$ cat config.mk
export PLATFORM = sky130hd
export DESIGN_NAME = chacha_sequencer_flat
export DESIGN_NICKNAME = d
export VERILOG_FILES = /design/src/rtl/chacha_sequencer_if.sv /design/src/rtl/chacha_sequencer.sv /design/src/flat_wrapper.sv
export SDC_FILE = /design/constraint.sdc
export NUM_CORES = 1
export LEC_CHECK = 0
export CAP_MARGIN = 20
export CORE_AREA = 2 2 76 42
export DETAILED_ROUTE_END_ITERATION = 7
export DIE_AREA = 0 0 78 44
export PLACE_DENSITY_LB_ADDON = 0.3
export SYNTH_ARGS = -nofsm -noshare
export SYNTH_HDL_FRONTEND = slang
export SYNTH_SLANG_ARGS = --single-unit
$ cat constraint.sdc
create_clock -name clk -period 5 [get_ports clk]
set_clock_uncertainty 0.05 [all_clocks]
set_input_delay 1 -clock clk [delete_from_list [all_inputs] [get_ports clk]]
set_output_delay 1 -clock clk [all_outputs]
set_load 0.1 [all_outputs]
$ cat src/rtl/chacha_sequencer_if.sv
// Host/slice control bundle for the ChaCha block sequencer.
// slave = sequencer side, master = host/bench side.
interface chacha_sequencer_if;
  logic       start;
  logic       read_done;
  logic       write_in;
  logic       write_out;
  logic       busy;
  logic       done;
  logic       clear;
  logic       calc;
  logic       shift;
  logic       add_back;
  logic       inc_ctr;
  logic [1:0] step;
  logic [4:0] round;

  modport slave (
    input  start, read_done, write_in,
    output write_out, busy, done, clear, calc, shift, add_back, inc_ctr, step, round
  );

  modport master (
    output start, read_done, write_in,
    input  write_out, busy, done, clear, calc, shift, add_back, inc_ctr, step, round
  );
endinterface

$ cat src/rtl/chacha_sequencer.sv
// Control FSM sequencing the ChaCha quarter-round slices through one block:
// clear, 2*DOUBLE_ROUNDS rounds of calc + row shift, add-back, hold, counter bump.
module chacha_sequencer #(
  parameter int unsigned DOUBLE_ROUNDS = 10
) (
  input logic              clk,
  input logic              rst,
  chacha_sequencer_if.slave bus
);
  localparam int unsigned ROUND_W    = 5;
  localparam int unsigned SUB_W      = 3;
  localparam int unsigned STEP_W     = 2;
  localparam logic [ROUND_W-1:0] LAST_ROUND = ROUND_W'(2 * DOUBLE_ROUNDS - 1);
  localparam logic [SUB_W-1:0]   LAST_CALC  = SUB_W'(3);
  localparam logic [SUB_W-1:0]   LAST_SHIFT = SUB_W'(5);

  typedef enum logic [2:0] {
    S_IDLE, S_CLEAR, S_CALC, S_SHIFT, S_ADD, S_DONE, S_INC
  } state_t;

  state_t           state;
  logic [SUB_W-1:0] sub;

  // Row rotation select: even rounds move columns to diagonals, odd rounds undo it.
  function automatic logic [STEP_W-1:0] shift_step(input logic odd, input logic [SUB_W-1:0] k);
    if (!odd) shift_step = (k == SUB_W'(0)) ? STEP_W'(1) : (k < SUB_W'(3)) ? STEP_W'(2) : STEP_W'(3);
    else      shift_step = (k < SUB_W'(3))  ? STEP_W'(1) : (k < SUB_W'(5)) ? STEP_W'(2) : STEP_W'(3);
  endfunction

  assign bus.write_out = bus.write_in & (state == S_IDLE);

  // Outputs are registered alongside the state: each branch sets the values for the state entered.
  always_ff @(posedge clk) begin
    if (rst) begin
      state        <= S_IDLE;
      sub          <= '0;
      bus.round    <= '0;
      bus.step     <= '0;
      bus.busy     <= 1'b0;
      bus.done     <= 1'b0;
      bus.clear    <= 1'b0;
      bus.calc     <= 1'b0;
      bus.shift    <= 1'b0;
      bus.add_back <= 1'b0;
      bus.inc_ctr  <= 1'b0;
    end else begin
      bus.clear    <= 1'b0;
      bus.calc     <= 1'b0;
      bus.shift    <= 1'b0;
      bus.add_back <= 1'b0;
      bus.inc_ctr  <= 1'b0;
      bus.step     <= '0;
      bus.done     <= 1'b0;
      bus.busy     <= 1'b1;
      case (state)
        S_IDLE: begin
          bus.busy <= bus.start;
          if (bus.start) begin
            state     <= S_CLEAR;
            bus.clear <= 1'b1;
            bus.round <= '0;
            sub       <= '0;
          end
        end
        S_CLEAR: begin
          state     <= S_CALC;
          bus.round <= '0;
          sub       <= '0;
          bus.calc  <= 1'b1;
        end
        S_CALC: begin
          if (sub == LAST_CALC) begin
            state     <= S_SHIFT;
            sub       <= '0;
            bus.shift <= 1'b1;
            bus.step  <= shift_step(bus.round[0], SUB_W'(0));
          end else begin
            sub      <= sub + SUB_W'(1);
            bus.calc <= 1'b1;
            bus.step <= STEP_W'(sub + SUB_W'(1));
          end
        end
        S_SHIFT: begin
          if (sub == LAST_SHIFT) begin
            sub <= '0;
            if (bus.round == LAST_ROUND) begin
              state        <= S_ADD;
              bus.add_back <= 1'b1;
            end else begin
              state     <= S_CALC;
              bus.round <= bus.round + ROUND_W'(1);
              bus.calc  <= 1'b1;
            end
          end else begin
            sub       <= sub + SUB_W'(1);
            bus.shift <= 1'b1;
            bus.step  <= shift_step(bus.round[0], sub + SUB_W'(1));
          end
        end
        S_ADD: begin
          state    <= S_DONE;
          bus.done <= 1'b1;
        end
        S_DONE: begin
          if (bus.read_done) begin
            state       <= S_INC;
            bus.inc_ctr <= 1'b1;
          end else begin
            bus.done <= 1'b1;
          end
        end
        S_INC: begin
          state    <= S_IDLE;
          bus.busy <= 1'b0;
        end
        default: begin
          state    <= S_IDLE;
          bus.busy <= 1'b0;
        end
      endcase
    end
  end
endmodule

$ cat src/flat_wrapper.sv
// flat-port wrapper written by rule: the top's interface ports become plain ports
module chacha_sequencer_flat 
#(
  parameter int unsigned DOUBLE_ROUNDS = 10
)
  (clk, rst, bus_start, bus_read_done, bus_write_in, bus_write_out, bus_busy, bus_done, bus_clear, bus_calc, bus_shift, bus_add_back, bus_inc_ctr, bus_step, bus_round);
  chacha_sequencer_if bus_i ();
  input logic clk;
  input logic rst;
  input wire logic [$bits(bus_i.start)-1:0] bus_start;
  input wire logic [$bits(bus_i.read_done)-1:0] bus_read_done;
  input wire logic [$bits(bus_i.write_in)-1:0] bus_write_in;
  output wire logic [$bits(bus_i.write_out)-1:0] bus_write_out;
  output wire logic [$bits(bus_i.busy)-1:0] bus_busy;
  output wire logic [$bits(bus_i.done)-1:0] bus_done;
  output wire logic [$bits(bus_i.clear)-1:0] bus_clear;
  output wire logic [$bits(bus_i.calc)-1:0] bus_calc;
  output wire logic [$bits(bus_i.shift)-1:0] bus_shift;
  output wire logic [$bits(bus_i.add_back)-1:0] bus_add_back;
  output wire logic [$bits(bus_i.inc_ctr)-1:0] bus_inc_ctr;
  output wire logic [$bits(bus_i.step)-1:0] bus_step;
  output wire logic [$bits(bus_i.round)-1:0] bus_round;
  assign bus_i.start = bus_start;
  assign bus_i.read_done = bus_read_done;
  assign bus_i.write_in = bus_write_in;
  assign bus_write_out = bus_i.write_out;
  assign bus_busy = bus_i.busy;
  assign bus_done = bus_i.done;
  assign bus_clear = bus_i.clear;
  assign bus_calc = bus_i.calc;
  assign bus_shift = bus_i.shift;
  assign bus_add_back = bus_i.add_back;
  assign bus_inc_ctr = bus_i.inc_ctr;
  assign bus_step = bus_i.step;
  assign bus_round = bus_i.round;
  chacha_sequencer #(.DOUBLE_ROUNDS(DOUBLE_ROUNDS)) u_core (.clk(clk), .rst(rst), .bus(bus_i));
endmodule
### After elaboration in Yosys (flattened, before gate mapping)

Cells that the tools add are included.

| storage, ports and cells | value |
|---|---|
| register bits after elaboration | 20 |
| latch bits | 0 |
| bits in writable memories | 0 |
| ROM bits | 0 |
| input bits | 5 |
| word-level logic and storage cells | 79 |
| memories kept | 0 |

| cells by class | value |
|---|---|
| add/sub/neg operators | 2 |
| $mul | 0 |
| divide/modulo/power cells | 0 |
| magnitude comparators | 2 |
| equality and inequality tests | 13 |
| shift operators | 0 |
| muxes and demuxes | 35 |
| bitwise gates (word level) | 5 |
| reductions and logical operators | 11 |

Operator list:

| cell | number |
|---|---|
| 3-bit 2-to-1 mux | 8 |
| 3-bit case mux with 6 select lines | 1 |
| 5-bit 2-to-1 mux | 3 |
| 5-bit case mux with 3 select lines | 1 |
| 3-bit case mux with 4 select lines | 1 |
| 1-bit 2-to-1 mux | 11 |
| 2-bit 2-to-1 mux | 5 |
| 3-bit by 2-bit == test with 1-bit output (second input constant) | 3 |
| 3-bit == test (second input constant) | 3 |
| 4-bit AND reduction | 2 |
| 3-bit logical NOT | 2 |
| 2-bit inequality test (second input constant) | 3 |
| 1-bit case mux with 2 select lines | 3 |
| 5-bit by 1-bit adder with 5-bit output (second input constant) | 1 |
| 5-bit == test (second input constant) | 1 |
| 5-bit OR reduction | 1 |
| 2-bit by 1-bit inequality test with 1-bit output (second input constant) | 2 |
| 1-bit inverter | 4 |
| 2-bit case mux with 2 select lines | 1 |
| 4-bit nonzero test | 1 |
| 2-bit OR reduction | 2 |
| 3-bit by 1-bit adder with 3-bit output (second input constant) | 1 |
| 3-bit by 1-bit == test with 1-bit output (second input constant) | 1 |
| 3-bit by 2-bit less-than comparator with 1-bit output (second input constant) | 1 |
| 6 further kinds | 6 |

### Longest topological paths before layout

Gate-level depths: netlist (run 1).

| depth | value |
|---|---|
| depth in word-level cells | 7 |
| mapped depth | 6 |

### Worst setup path before layout (run 1)

No wires, ideal clock.

| timing path | value |
|---|---|
| kind | input to output |
| start | input bus_write_in |
| end | output bus_write_out |
| data arrival time | 4.047 ns |
| data required time | 3.950 ns |
| path slack | -0.097 ns |
| cell stages on the path | 1 |
| buffers on the path | 0 |
| path through | nor4b_1 |

| between the ends | value |
|---|---|
| longest elaborated chain between the ends | 1 |

RTL lines:

| item | line | RTL |
|---|---|---|
| start, declared | flat_wrapper.sv:12 | `input wire logic [$bits(bus_i.write_in)-1:0] bus_write_in;` |
| 1-bit AND | chacha_sequencer.sv:30 | `assign bus.write_out = bus.write_in & (state == S_IDLE);` |
| end, declared | flat_wrapper.sv:13 | `output wire logic [$bits(bus_i.write_out)-1:0] bus_write_out;` |

No other way between the ends.

### Worst setup path after layout (run 1)

Ends and elaborated chain as after synthesis.

==> impl_metrics.csv, run 1 <==
group,metric,value,unit
power_and_ir_drop,seqPwrFrac,39.7,%
hold_path,hold_class,"reg2reg",
global_routing,grt-ovfl-total,0,
floorplan,initial_core_util,37.9,%
logic_synthesis,yosys.area.top_type,"dfxtp_1",
finish,final-seq-area,400,sq um
floorplan,die_x,78,microns
clocking,postCtsSetupBuffers,0,
finish,area_delta_synth_final,24.1,%
global_routing,antenna_found_initial,0,
clocking,clk_latency,0.26,ns
timing,layout_min_cycle_time,3.03,ns
finish,final_area,1320,sq um
logic_synthesis,synth_top_area_share,37.6,%
power_and_ir_drop,powerDensity,407,nW/um^2
critical_path,worstSetupPathType,"in2out",
logic_synthesis,synth_edf_count,0,
critical_path,cp_max_fo,1,
finish,drive_gt1_share,8.70,%
critical_path,rr_worst_depth,4,
logic_synthesis,synthFlopType,"dfxtp_1",
critical_path,r2r-end,"u_core.bus.round[2]$_SDFFE_PP0P_",
clocking,cts.sinks,20,
placement,hpwl,1760,microns
timing,rsz0062_at_grt,"false",
logic_synthesis,synth_nets,133,
timing,hold_viol,0,
floorplan,core,2800,sq um
timing,setup_tns,0,ns
finish,antenna_cells,0,
floorplan,die-area,3430,sq um
hold_path,holdPathStages,2,
power_and_ir_drop,clkPwrFrac,23.7,%
clocking,cts_max_path_buffers,2,
power_and_ir_drop,comb_power_share,36.6,%
floorplan,rows,14,
finish,multiInputGateArea,601,sq um
power_and_ir_drop,swShare,42.5,%
timing,slew_headroom,35.0,%
finish,fillerInstances,260,
hold_path,min-delay-start,"u_core.bus.round[1]$_SDFFE_PP0P_",
finish,layout.nets,150,
timing,fmax,331,MHz
timing,final_max_slew_viol_count,0,
logic_synthesis,async_flop_share,0,%
drt,final_antenna_net_count,0,
placement,gp_congestion,0.760,
clocking,cts_root_buf,"clkbuf_8",
critical_path,startpoint_type,"primary input",
logic_synthesis,syn_area_per_cell,8.72,sq um
drt,drt-total-wl,2530,microns
floorplan,pin_count,20,
drt,dr.first_iter.drc_count,69,
power_and_ir_drop,leakage,0.460,nW
placement,place_area,1260,sq um
power_and_ir_drop,ir_drop,0.000320,V
placement,portBuffers,19,
critical_path,r2r_setup_slack,2.91,ns
power_and_ir_drop,switchingPower,0.228,mW
timing,fin_crit_sh,60.5,%
power_and_ir_drop,p_int,0.308,mW
logic_synthesis,seq_area_frac_synth,37.6,%
critical_path,end_kind,"output pin",
drt,drc_errors,0,
timing,setup_viol,0,
logic_synthesis,synth_cell_types,39,
logic_synthesis,ys_ff_latch,20,
global_routing,grt_max_degree,23,
clocking,clk_pin_slew,0.08,ns
logic_synthesis,ys_top_cells_by_count,"dfxtp_1 (20), nand2_1 (10), nor2_1 (9)",
global_routing,grt_usage,16.3,%
logic_synthesis,synth.yosys.warnings,0,
clocking,cts_tree,"done",
floorplan,dieHeight,44,microns
hold_path,holdPathEnd,"u_core.bus.round[1]$_SDFFE_PP0P_",
critical_path,cp.required,3.95,ns
clocking,htree_levels,1,
logic_synthesis,synthTopCellsByArea,"dfxtp_1 (38%), ha_1 (7.1%), a31oi_1 (3.5%), nand2_1 (3.5%), o21ai_0 (3.3%)",
global_routing,grt_pass1_vias,887,
clocking,cts_hold_buf,0,
logic_synthesis,synthCells,122,
critical_path,worstPathArrival,1.98,ns
logic_synthesis,yosysMostFrequentCell,"dfxtp_1",
drt,viasPerCell,5.44,
timing,tightest_slew,0.972,ns
drt,firstDrtPassIters,4,
critical_path,r2r-start,"u_core.state[0]$_SDFFE_PP0P_",
global_routing,grt_pass1_wl,4200,microns
drt,dr_total_vias,969,
run,cap_violations,0,
clocking,cts_resized,0,
drt,drt-wirelength-per-cell,14.2,microns
outcome,status,"finished, final reports clean",
logic_synthesis,netlist_area,1060,sq um
clocking,numCtsBuffers,3,
[routing by layer]
| layer | wire length, microns | part of all wire, % | global-route usage, % |
|---|---|---|---|
| met4 | 38 | 1.5 | 5.96 |
| met2 | 1120 | 44 | 25.9 |
| met5 | 0 | 0 | 0 |
| met1 | 1260 | 50 | 21.0 |
| met3 | 115 | 4.6 | 5.42 |
[placed cells by master, fill, tap and decap left out, types with 2 or more instances in the layout]
cell	synthesis	layout
a21oi_1	6	6
a2bb2oi_1	2	2
a31oi_1	6	6
a41oi_1	2	2
and3_1	2	2
clkbuf_8	0	4
clkdlybuf4s50_1	0	18
dfxtp_1	20	20
ha_1	6	6
inv_1	7	7
nand2_1	10	10
nand2b_1	2	2
nand3_1	5	5
nor2_1	9	9
nor3_1	4	4
o21a_1	2	2
o21ai_0	7	7
o22ai_1	2	2
or2_2	2	2
or3_1	3	3
[area by class of cell]
type | count | area share, %
well taps | 40 | 3.79
multi-input cells | 88 | 45.5
clock buffers | 4 | 4.17
repair buffers | 19 | 14.2
flip-flops and latches | 20 | 30.3
inverters | 7 | 1.99
[stage by stage]
stage	util, %	hold WS [ns]	power (mW)	instances	setup slack, ns
global route	47.1	0.549	0.564	178	1.92
global placement	45.1	0.451	0.406	174	2.00
detailed placement	45.1	0.501	0.411	174	1.98
finish	47.1	0.512	0.537	178	1.97
floorplan	-	0.463	0.370	122	1.27
CTS	47.1	0.514	0.540	178	1.96
[power groups by stage]
stage	Combinational, mW	Sequential (mW)	Clock, mW
final	0.197	0.213	0.127
after global routing	0.207	0.218	0.140
after CTS	0.196	0.213	0.131
after detailed placement	0.195	0.216	0
after global placement	0.192	0.214	0
after floorplan	0.122	0.248	0
[worst max-delay path, stage by stage]
cell             delay, ns
clkdlybuf4s50_1       0.46
nor4b_2               0.19
buf_4                 0.33
[sequential cells by signal (all words and copies together), names as in the netlist]
name / flops
u_core.bus.add_back: 1
u_core.bus.clear: 1
u_core.bus.round: 5
u_core.sub: 3
u_core.bus.step: 2
u_core.bus.done: 1
u_core.state: 3
u_core.bus.calc: 1
u_core.bus.inc_ctr: 1
u_core.bus.busy: 1
u_core.bus.shift: 1
[kinds of logic (layout without fill, tap and decap cells)]
kind of cell             after synthesis  count (layout)  share of synthesized area (%)
AO/OA/AOI/OAI                         33              33                           20.4
XOR/XNOR                               1               1                          0.824
adder cells (fa/ha/maj)                6               6                           7.06
buffers and inverters                 14              30                           6.47
flip-flops                            20              20                           37.6
multiplexers                           1               1                          0.941
AND/OR/NAND/NOR                       47              47                           26.7
[worst max path at each step]
stage                      start       endpoint  slack [ns]  cells after the start
detailed placement  bus_write_in  bus_write_out        1.98                      3
finish              bus_write_in  bus_write_out        1.97                      3
global placement    bus_write_in  bus_write_out        2.00                      3
floorplan           bus_write_in  bus_write_out        1.27                      1
global route        bus_write_in  bus_write_out        1.92                      3
CTS                 bus_write_in  bus_write_out        1.96                      3
Note: power is estimated with default switching activity, not from simulation.
==> run 2, diff against run 1 <==
==> constraint.sdc (replaced) <==
create_clock -name clk -period 2.5 [get_ports clk]
set_clock_uncertainty 0.05 [all_clocks]
set_input_delay 0.5 -clock clk [delete_from_list [all_inputs] [get_ports clk]]
set_output_delay 0.5 -clock clk [all_outputs]
set_load 0.1 [all_outputs]
==> run 2 against run 1 <==
Clock power up 70%. Power rose by 100%. Sequential power grew 73%. Utilization grew 0.089 points. First-iteration DRC count grew 64%. Combinational power is 150% higher. Cell count rose by 1.7%. Wire length is 1.5% higher. Sequential share of layout area is 0.057 points lower. Critical path depth stayed put. Register-to-register slack lost 2.3 ns. Critical endpoint unchanged.
==> impl_metrics.csv, run 2 (same netlist as run 1, synthesis figures left out) <==
group,metric,value,unit
placement,hpwl,1860,microns
critical_path,worstSetupPathType,"in2out",
power_and_ir_drop,ir_drop,0.000497,V
drt,dr.first_iter.drc_count,113,
timing,setup_viol,0,
global_routing,grt_pass1_wl,4290,microns
global_routing,grt_pass1_vias,907,
floorplan,dieHeight,44,microns
hold_path,hold_class,"reg2reg",
clocking,cts_hold_buf,0,
floorplan,pin_count,20,
timing,final_max_slew_viol_count,0,
drt,drt-wirelength-per-cell,14.2,microns
outcome,status,"finished, final reports clean",
finish,antenna_cells,0,
clocking,numCtsBuffers,3,
timing,fin_crit_sh,78.1,%
critical_path,worstPathArrival,1.40,ns
timing,rsz0062_at_grt,"false",
finish,final_common_cell,"dfxtp_1",
floorplan,rows,14,
drt,drt-total-wl,2560,microns
floorplan,initial_core_util,37.9,%
finish,layout.nets,154,
clocking,htree_levels,1,
placement,placed_cells,178,
timing,setup_tns,0,ns
critical_path,startpoint_type,"primary input",
clocking,cts_max_path_buffers,2,
drt,firstDrtPassIters,4,
power_and_ir_drop,leakage,0.510,nW
placement,gp_congestion,0.801,
timing,fmax,512,MHz
finish,final_area,1320,sq um
drt,drc_errors,0,
finish,area_delta_synth_final,24.4,%
global_routing,antenna_found_initial,0,
power_and_ir_drop,powerDensity,814,nW/um^2
finish,reg_top3,"u_core.bus.round (5), u_core.state (3), u_core.sub (3)",
floorplan,die-area,3430,sq um
critical_path,end_kind,"output pin",
timing,tightest_slew,0.489,ns
critical_path,cp_max_fo,1,
clocking,cts_tree,"done",
clocking,clk_pin_slew,0.08,ns
timing,hold_viol,0,
drt,dr_total_vias,986,
global_routing,grt-ovfl-total,0,
finish,finalNonFillerCells,181,
clocking,clk_latency,0.26,ns
critical_path,cp.required,1.95,ns
floorplan,die_x,78,microns
timing,layout_min_cycle_time,1.95,ns
drt,final_antenna_net_count,0,
clocking,cts_root_buf,"clkbuf_8",
placement,place_area,1280,sq um
finish,drive_gt1_share,20.6,%
clocking,postCtsSetupBuffers,0,
placement,portBuffers,19,
finish,largest_register_ffs,5,
finish,top_register,"u_core.bus.round",
timing,slew_headroom,67.2,%
floorplan,core,2800,sq um
clocking,cts.sinks,20,
run,cap_violations,0,
global_routing,grt_max_degree,22,
drt,viasPerCell,5.45,
finish,final_cell_mix,"dfxtp_1 (20), buf_4 (18), nand2_1 (10), nor2_1 (9)",
clocking,cts_resized,0,
global_routing,grt_usage,16.3,%
run 2: cell types whose count changed in the layout (fill, tap and decap cells not counted):
cell / change
nor4b_4: +1
clkbuf_8: -1
nor4b_2: -1
buf_4: +17
buf_12: +1
clkdlybuf4s50_1: -14
run 2: metal layers:
layer  routed length (microns)  track usage (%)
met1                      1260             23.1
met2                      1100             24.0
met3                       196             5.83
met4                         8             3.16
met5                         0                0
run 2: area by class of cell:
cell class | count | area, sq um
flip-flops and latches | 20 | 400
multi-input cells | 88 | 609
clock buffers | 3 | 41.3
repair buffers | 23 | 195
well taps | 40 | 50.0
inverters | 7 | 26.3
fillers | 279 | 1480
run 2: critical path: stages:
cell and delay, ns:
clkdlybuf4s50_1 0.45, nor4b_4 0.23, buf_12 0.21
run 2: final timing paths:
path | cells after the start | from | to | slack [ns]
setup / recovery | 3 | bus_write_in | bus_write_out | 0.55
setup reg to reg | 5 | u_core.bus.round[0]$_SDFFE_PP0P_ | u_core.bus.round[1]$_SDFFE_PP0P_ | 0.62
hold / removal | 2 | u_core.bus.round[1]$_SDFFE_PP0P_ | u_core.bus.round[1]$_SDFFE_PP0P_ | 0.48
hold reg to reg | 2 | u_core.bus.round[1]$_SDFFE_PP0P_ | u_core.bus.round[1]$_SDFFE_PP0P_ | 0.48
run 2: power by group:
part / leakage (nW) / internal (mW) / switching [mW]
Clock: 0.0216 / 0.107 / 0.109
Combinational: 0.326 / 0.156 / 0.335
Sequential: 0.162 / 0.352 / 0.0169
Total: 0.510 / 0.615 / 0.461
run 2: through the flow:
step	power [mW]	setup WS (ns)	utilization, %	hold WS [ns]
finish	1.08	0.547	47.2	0.481
global route	1.12	0.461	47.2	0.515
CTS	1.07	0.537	47.2	0.485
detailed placement	0.862	0.463	45.7	0.470
global placement	0.852	0.545	45.7	0.450
floorplan	0.750	0.141	-	0.463
==> run 3, diff against run 2 <==
==> constraint.sdc (replaced) <==
create_clock -name clk -period 1.8 [get_ports clk]
set_clock_uncertainty 0.05 [all_clocks]
set_input_delay 0.36 -clock clk [delete_from_list [all_inputs] [get_ports clk]]
set_output_delay 0.36 -clock clk [all_outputs]
set_load 0.1 [all_outputs]
==> run 3 against run 2 <==
Sequential share of layout area down 3.5 points. Sequential power up 44%. Flip-flop and latch count unchanged. Design area up 17%. Utilization up 8.1 points. Clock power up 35%. Combinational power up 53%. Critical path type is now reg2out. Critical endpoint unchanged.
==> impl_metrics.csv, run 3 (same netlist as run 1, synthesis figures left out) <==
group,metric,value,unit
critical_path,crit_chain,"buf_4 -> nor4b_4 -> buf_12",
critical_path,slowest_delay,0.36,ns
critical_path,worstSetupPathType,"reg2out",
power_and_ir_drop,p_total,1.57,mW
finish,top_register,"u_core.bus.round",
global_routing,grt_pass1_wl,4210,microns
finish,largest_register_ffs,5,
floorplan,die_x,78,microns
timing,tightest_slew,0.401,ns
outcome,status,"finished, final reports clean",
timing,final_max_slew_viol_count,0,
floorplan,initial_core_util,37.9,%
timing,hold_viol,0,
critical_path,cp_max_fo,8,
timing,setup_viol,0,
floorplan,core,2800,sq um
clocking,cts.sinks,20,
finish,drive_gt1_share,29.7,%
drt,drc_errors,0,
timing,fmax,577,MHz
placement,hpwl,1910,microns
drt,dr.first_iter.drc_count,101,
placement,place_area,1500,sq um
global_routing,grt_usage,16.1,%
placement,placed_cells,182,
critical_path,crit_family,"buffers and inverters",
power_and_ir_drop,ir_drop,0.000636,V
finish,final_cell_mix,"buf_12 (15), dfxtp_1 (12), nand2_1 (10), nor2_1 (9), buf_4 (8)",
hold_path,hold_class,"reg2reg",
timing,finalWorstSetupSlack,0.0659,ns
run,cap_violations,0,
drt,drt-wirelength-per-cell,13.7,microns
drt,dr_total_vias,991,
critical_path,crit_slowest_cell,"dfxtp_2",
finish,final_area,1550,sq um
clocking,cts_root_buf,"clkbuf_8",
finish,layout.nets,158,
drt,firstDrtPassIters,4,
timing,layout_min_cycle_time,1.73,ns
global_routing,grt-ovfl-total,0,
finish,antenna_cells,0,
finish,fillerInstances,249,
global_routing,grt_max_degree,22,
critical_path,end_kind,"output pin",
power_and_ir_drop,leakage,0.575,nW
clocking,cts_hold_buf,0,
clocking,clk_latency,0.26,ns
finish,post-route-util,55.3,%
global_routing,grt_pass1_vias,871,
floorplan,pin_count,20,
clocking,numCtsBuffers,3,
placement,dpl_worst_slack,-0.00122,ns
timing,setup_tns,0,ns
floorplan,die-area,3430,sq um
clocking,cts_max_path_buffers,2,
critical_path,cp.required,1.39,ns
finish,reg_top3,"u_core.bus.round (5), u_core.state (3), u_core.sub (3)",
finish,area_delta_synth_final,45.6,%
finish,finalNonFillerCells,185,
clocking,htree_levels,1,
drt,viasPerCell,5.36,
drt,drt-total-wl,2530,microns
timing,slew_headroom,73.3,%
timing,rsz0062_at_grt,"false",
floorplan,dieHeight,44,microns
clocking,clk_pin_slew,0.07,ns
clocking,cts_tree,"done",
finish,final_common_cell,"buf_12",
critical_path,startpoint_type,"flop",
placement,gp_congestion,0.814,
drt,final_antenna_net_count,0,
placement,portBuffers,19,
critical_path,crit_buf_inv,2,
global_routing,antenna_found_initial,0,
timing,worst_hold_slack,0.488,ns
power_and_ir_drop,powerDensity,1020,nW/um^2
floorplan,rows,14,
critical_path,worstPathArrival,1.32,ns
clocking,postCtsSetupBuffers,0,
timing,fin_crit_sh,96.3,%
-- run 3: worst paths after layout --
kind                                 endpoint  cells after the start  slack, ns                             start
max                             bus_write_out                      3       0.07      u_core.state[1]$_SDFFE_PP0P_
min          u_core.bus.round[1]$_SDFFE_PP0P_                      2       0.49  u_core.bus.round[1]$_SDFFE_PP0P_
max reg2reg      u_core.state[1]$_SDFFE_PP0P_                      6       0.09        u_core.sub[1]$_SDFFE_PP0P_
min reg2reg  u_core.bus.round[1]$_SDFFE_PP0P_                      2       0.49  u_core.bus.round[1]$_SDFFE_PP0P_
-- run 3: metal layers --
layer / up-vias / track usage, % / routed length [microns]
li1: 488 / - / -
met1: 468 / 21.5 / 1220
met2: 33 / 24.8 / 1090
met3: 2 / 6.25 / 214
met4: 0 / 3.86 / 9
met5: - / 0 / 0
-- run 3: repair_timing --
action | 4_1_cts | 5_1_grt
pin swaps | 0 | 1
cloned | 0 | 0
gates resized for setup | 1 | 4
endpoints found under the setup margin | 1 | 8
-- run 3: worst min-delay path, stage by stage, from the launching register on --
cell and delay, ns:
dfxtp_4 0.37, o21ai_0 0.07, a21oi_1 0.06
-- run 3: power breakdown --
group          internal [mW]  switching (mW)  leakage, nW
clock                  0.149           0.142       0.0216
combinational          0.287           0.463        0.387
sequential             0.489          0.0438        0.167
total                  0.925           0.649        0.575
-- run 3: final cells by class --
cell class | count | area [sq um] | area share, %
clock buffers | 3 | 41.3 | 2.67
inverters | 7 | 26.3 | 1.70
multi-input cells | 88 | 616 | 39.7
flip-flops and latches | 20 | 415 | 26.8
well taps | 40 | 50.0 | 3.23
repair buffers | 27 | 400 | 25.8
